`config.mk`:
```
export PLATFORM = sky130hd
export DESIGN_NAME = dma_line_fifo
export DESIGN_NICKNAME = d
export VERILOG_FILES = /design/src/rtl/dma_line_fifo.sv
export SDC_FILE = /design/constraint.sdc
export NUM_CORES = 2
export LEC_CHECK = 0
export ABC_AREA = 1
export BUFFER_PORTS_ARGS = -buffer_cell sky130_fd_sc_hd__buf_4
export CAP_MARGIN = 40
export CORE_AREA = 2 2 573 518
export CTS_CLUSTER_DIAMETER = 30
export CTS_CLUSTER_SIZE = 12
export DETAILED_ROUTE_END_ITERATION = 7
export DIE_AREA = 0 0 575 520
export PLACE_DENSITY = 0.75
export REMOVE_ABC_BUFFERS = 1
export SYNTH_ARGS = -nofsm -noshare
export SYNTH_HDL_FRONTEND = slang
export SYNTH_SLANG_ARGS = --single-unit
```
`constraint.sdc`:
```
create_clock -name clk -period 26.8 [get_ports clk]
set_clock_uncertainty 0.15 [all_clocks]
set_input_delay 2.68 -clock clk [delete_from_list [all_inputs] [get_ports clk]]
set_output_delay 2.68 -clock clk [all_outputs]
set_load 0.01 [all_outputs]
```
`src/rtl/dma_line_fifo.sv`:
```
// Cache-line FIFO between host read responses and dma_fsm; first-word-fall-through head, flags one cycle after push/pop.
// Host is throttled by host_rd_ready = !full; optional registered almost_full under DMA_LINE_FIFO_ALMOST_FULL_EN.
module dma_line_fifo #(
   parameter int CL_SIZE_WIDTH = 512,
   parameter int DEPTH         = 8,
   parameter int AF_MARGIN     = 2
) (
   input  logic                       clk,
   input  logic                       rst_n,
   input  logic                       host_rd_valid,
   input  logic [CL_SIZE_WIDTH-1:0]   host_rd_data,
   output logic                       host_rd_ready,
   input  logic                       dma_pop,
   output logic [CL_SIZE_WIDTH-1:0]   dma_rd_data,
   output logic                       empty,
   output logic                       full,
   output logic [$clog2(DEPTH):0]     count,
   output logic                       almost_full,
   output logic                       err_underflow
);

   localparam int AW = $clog2(DEPTH);
   localparam logic [AW:0] AF_THRESH = (AW+1)'(DEPTH - AF_MARGIN);

   logic [CL_SIZE_WIDTH-1:0] mem [DEPTH];
   logic [AW:0]              wr_ptr;
   logic [AW:0]              rd_ptr;
   logic [AW:0]              count_nxt;
   logic                     push;
   logic                     pop;

   // Extra MSB on each pointer tells full from empty when the low bits match.
   assign empty         = (wr_ptr == rd_ptr);
   assign full          = (wr_ptr[AW-1:0] == rd_ptr[AW-1:0]) && (wr_ptr[AW] != rd_ptr[AW]);
   assign host_rd_ready = !full;

   assign push = host_rd_valid && !full;
   assign pop  = dma_pop && !empty;

   always_ff @(posedge clk or negedge rst_n) begin
      if (!rst_n) begin
         wr_ptr <= '0;
         rd_ptr <= '0;
      end else begin
         if (push) wr_ptr <= wr_ptr + (AW+1)'(1);
         if (pop)  rd_ptr <= rd_ptr + (AW+1)'(1);
      end
   end

   always_comb begin
      count_nxt = count;
      case ({push, pop})
         2'b10:   count_nxt = count + (AW+1)'(1);
         2'b01:   count_nxt = count - (AW+1)'(1);
         default: count_nxt = count;
      endcase
   end

   always_ff @(posedge clk or negedge rst_n) begin
      if (!rst_n) begin
         count         <= '0;
         err_underflow <= 1'b0;
      end else begin
         count <= count_nxt;
         if (dma_pop && empty) err_underflow <= 1'b1;
      end
   end

   // Storage is deliberately left unreset; pointers alone define what is valid.
   always_ff @(posedge clk) begin
      if (push) mem[wr_ptr[AW-1:0]] <= host_rd_data;
   end

   assign dma_rd_data = empty ? '0 : mem[rd_ptr[AW-1:0]];

`ifdef DMA_LINE_FIFO_ALMOST_FULL_EN
   logic af_q;

   always_ff @(posedge clk or negedge rst_n) begin
      if (!rst_n) af_q <= 1'b0;
      else        af_q <= (count_nxt >= AF_THRESH);
   end

   assign almost_full = af_q;
`else
   logic unused_af_thresh;

   assign unused_af_thresh = ^AF_THRESH;
   assign almost_full      = 1'b0;
`endif

endmodule

```
Word level (Yosys, flattened, before mapping)
Memories as Yosys holds them, arrays and structs flattened. Index checks and enable logic that the tools add are counted.

Register bits: 13. Latch bits: 0. Memory bits (writable): 4096. Bits in read-only memories: 0. Bits of input ports: 516. Word-level logic and storage cells: 25. Memories kept: 1.

Memory list: mem (words 8, bits a word 512, rd ports 1, clocked after memory_dff 0, wr ports 1, RTL line 25) `logic [CL_SIZE_WIDTH-1:0] mem [DEPTH];`.

Add/sub/neg operators: 4. $mul: 0. Divide/modulo/power cells: 0. $lt $le $gt $ge: 0. Eq/ne operators: 5. Shifts and indexed selects: 0. Mux-type cells: 4. Bitwise operators: 0. Reduce and logical (&&, ||, !) cells: 7.

Operators with widths (count): two-way mux 512 bit (1); adder 4 x 1 -> 4 bit (second input constant) (3); case mux 4 bit (2 select lines) (1); == test 4 bit (1); logical AND 1 bit (4); subtractor 4 x 1 -> 4 bit (second input constant) (1); == test 3 bit (1); == test 2 x 1 -> 1 bit (second input constant) (1); == test 2 bit (second input constant) (1); logical NOT 1 bit (2); two-way mux 1 bit (2); nonzero test 2 bit (1); inequality test 1 bit (1).

Logic depth before layout (Yosys ltp)
Depth in word-level cells: 6. Mapped depth: 18.

Least setup slack after synthesis
Ideal clock, no wire load.

Kind: input-to-reg. From: input host_rd_valid. To: memory mem[0][0] (enable). Setup time: 1.402 ns. Arrival time: 24.124 ns. Data required time: 25.248 ns. Slack: 1.124 ns. Stages: 2. Path buffers: 0. Path through: nand2_1 > nor2_1.

Cells in the longest elaborated chain, start to end: 3.

RTL lines: from (decl) (RTL line 10) `input logic host_rd_valid,`; logical AND 1 bit (RTL line 37) `assign push = host_rd_valid && !full;`; two-way mux 1 bit (RTL line 71) `if (push) mem[wr_ptr[AW-1:0]] <= host_rd_data;`; two-way mux 1 bit (not written as such) (RTL line 71); to (decl) (RTL line 25).

No other way between the ends.

Final worst setup path
From: register rd_ptr[0]. To: output dma_rd_data[75].

Cells in the longest elaborated chain, start to end: 2. Elaborated cells between the ends (all ways): 3. Those cells by class: 1 x eq/ne; 1 x mux; 1 x memory.

RTL lines: from (decl) (RTL line 27) `logic [AW:0] rd_ptr;`; from (signal assigned) (RTL line 46) `if (pop) rd_ptr <= rd_ptr + (AW+1)'(1);`; memory (8 x 512 bit) or == test 4 bit (tied branches); two-way mux 512 bit (*) (RTL line 74) `assign dma_rd_data = empty ? '0 : mem[rd_ptr[AW-1:0]];`; to (decl) (RTL line 14) `output logic [CL_SIZE_WIDTH-1:0] dma_rd_data,`.

Every way passes the cells marked *; elsewhere a longest branch is shown, timed or not.

==> impl_metrics.toml <==
[status]
status = "complete, no violations"

[clock_network]
clk_pin_slew_ns = 0.05
post_cts_resized = 0
post-cts-setup-buffer-count = 0
cts_tree = "yes"
h-tree-depth = 6
cts_hold_repair.buffers = 0
cts_root_buf = "clkbuf_16"
clock-sinks = 4109
clock_path_buffers = 4
insertion_delay_ns = 0.98
cts_buffers = 627

[drt]
drt_iter0_drc = 13200
wl_mm = 428
vias_per_cell = 6.01
drt-wirelength-per-cell_um = 24.1
drc = 0
first_pass_iters = 8
ant_nets = 0
vias = 107000

[cells_and_area]
final_cell_mix = "4096 x edfxtp_1, 3588 x nor2_1, 2049 x o21ai_0"
final_common_cell = "edfxtp_1"
nets = 13800
drive_above_1_share_pct = 16.4
area_delta_synth_final_pct = 21.1

[setup_path]
critPathSlowestCell = "buf_4"
crit_path_end_kind = "output pin"
cp.arrival_ns = 8.37
critPathKind = "reg -> out"
cp_slowest_stage_delay_ns = 0.76
cp_cell_sequence = "inv_16, buf_4, buf_4, buf_4, buf_4, buf_16, buf_4, buf_4, buf_4, buf_16, nor2_1, o211ai_1, nand2_1, nor2_1, buf_4"
cpMostUsedCell = "buf_4"
path_max_fanout = 261
rr_worst_depth = 13
cp-start-kind = "flip-flop"
worstPathRequired_ns = 23.97

[floorplan]
die_h_um = 520
die-area_um2 = 299000
start_util_pct = 54.7
ios = 1037
die_w_um = 575
num_rows = 189
coreArea_um2 = 293000

[sta]
fin_crit_ns = 11.20
setup_violations = 0
rsz0062_at_grt = "no"
setup_slack_ns = 15.60
fin_setup_tns_ns = 0
max_freq_ghz = 0.0893
fin_crit_sh_pct = 41.8
worst_pin_slew_ns = 1.28
max_slew_margin_pct = 14.7
finalMaxSlewViolations = 0
finalHoldViolations = 0

[place]
post-dp-hpwl_mm = 229
portBuffers = 1035
dp_slack_ns = 16.99
gp_congestion = 0.824

[grt]
grt_pass1_vias = 105000
overflow = 0
grt_pass1_wl_mm = 635
grtUsageTotal_pct = 27.7
grt_start_max_net_pins = 263
antenna_found_initial = 115

[power]
worst_ir_drop_vdd_mv = 0.140
p_leak_uw = 0.0678
powerDensity_nw_per_um2 = 130

[job]
maxCapViolCount = 0

[logic_synthesis]
ys_seq_elements = 4109
ys_top_cells_by_area = "edfxtp_1 77%, nor2_1 8.4%, o21ai_0 6.4%, o211ai_1 2.4%, o22ai_1 2.0%"
avgSynthCellArea_um2 = 13.1
synthCells = 12200
yosys_warnings = 0
yosys.cell_types.count = 28
seq_area_frac_synth_pct = 77.0
synth_area_um2 = 160000
synth_area_leader_cell = "edfxtp_1"
synth_top_area_share_pct = 76.7

[worst_hold_path]
hold_path_depth = 2
hold_path_class = "reg -> reg"
==> report_power, final <==
| group | internal, uW | switching, uW |
|---|---|---|
| sequential | 8050 | 198 |
| clock | 5310 | 2990 |
| combinational | 2770 | 5950 |
| total | 16100 | 9140 |
==> synth_stat cells <==
cell type	count
nor2_1	3596
nand3_1	15
edfxtp_1	4096
o22ai_1	512
buf_2	247
and2_4	1
buf_1	28
a21oi_1	1
inv_4	1
conb_1	1
a31oi_1	1
xor2_1	4
clkinv_1	1
dfrtp_1	13
nand4_1	1
buf_4	42
xnor2_1	4
nand2_4	1
inv_2	1
nor2b_1	1
or2_2	1
buf_6	7
nand2_1	555
o21ai_0	2049
o211ai_1	512
inv_1	13
clkbuf_1	532
ha_1	5
==> per-layer routing <==
layer | global-route usage [%] | routed length [um] | up-vias
li1 | - | - | 47000
met1 | 35.5 | 158000 | 52700
met2 | 43.9 | 204000 | 5967
met3 | 7.74 | 47400 | 1009
met4 | 13.3 | 18900 | 92
met5 | 0 | 607 | -
==> path summary, 6_finish.rpt <==
path                                    start              end  slack, ns
worst max-delay path                rd_ptr[0]  dma_rd_data[75]      15.60
worst min-delay path            err_underflow    err_underflow       0.32
worst max register to register      rd_ptr[0]      mem[0][216]      19.46
worst min register to register  err_underflow    err_underflow       0.32
max in group asynchronous               rst_n        rd_ptr[1]      24.90
min in group asynchronous               rst_n         count[0]       1.37
==> worst max-delay path, delay by kind of cell, from the launching register on <==
| kind | cells | cell delay (ns) |
|---|---|---|
| and+or+nand+nor | 3 | 0.56 |
| DFF | 1 | 0.69 |
| AOI/OAI and AO/OA | 1 | 0.23 |
| buffers and inverters | 11 | 5.41 |
==> cells by family (layout without fill, tap and decap cells) <==
family / after synthesis / after routing / share of synthesized area, %
xor gates and xnor gates: 8 / 8 / 0.0437
buffers and inverters: 872 / 2411 / 2.37
AOI/OAI and AO/OA: 3075 / 3075 / 10.8
adders and majority gates: 5 / 5 / 0.0390
and+or+nand+nor: 4171 / 4171 / 9.79
other: 1 / 82 / 0.00234
DFF: 4109 / 4109 / 77.0
==> registers in the layout (all words and copies together) (netlist names) <==
| register | cells |
|---|---|
| mem | 4096 |
| count | 4 |
| wr_ptr | 4 |
| err_underflow | 1 |
| rd_ptr | 4 |
==> layout make-up <==
class / count / area (um2)
timing repair buffer: 1242 / 10700
fill: 19100 / 99100
clock inverter: 449 / 5580
antenna: 81 / 203
sequential: 4109 / 123000
tap: 3915 / 4900
multi-input combinational: 7260 / 33200
inverter: 16 / 83.8
clock buffer: 704 / 16200
==> metrics by stage <==
stage	total power [uW]	cell area (um2)	utilization, %	std cells	hold slack (ns)
3_5_place_dp	16900	172000	58.7	16500	0.318
3_3_place_gp	16400	171000	58.2	16500	0.299
4_1_cts	25200	194000	66.1	17700	0.326
6_report	25300	194000	66.2	17800	0.316
5_1_grt	26300	194000	66.2	17800	0.370
2_1_floorplan	15700	157000	-	11400	0.314
Power figures use the tool's default switching activity.
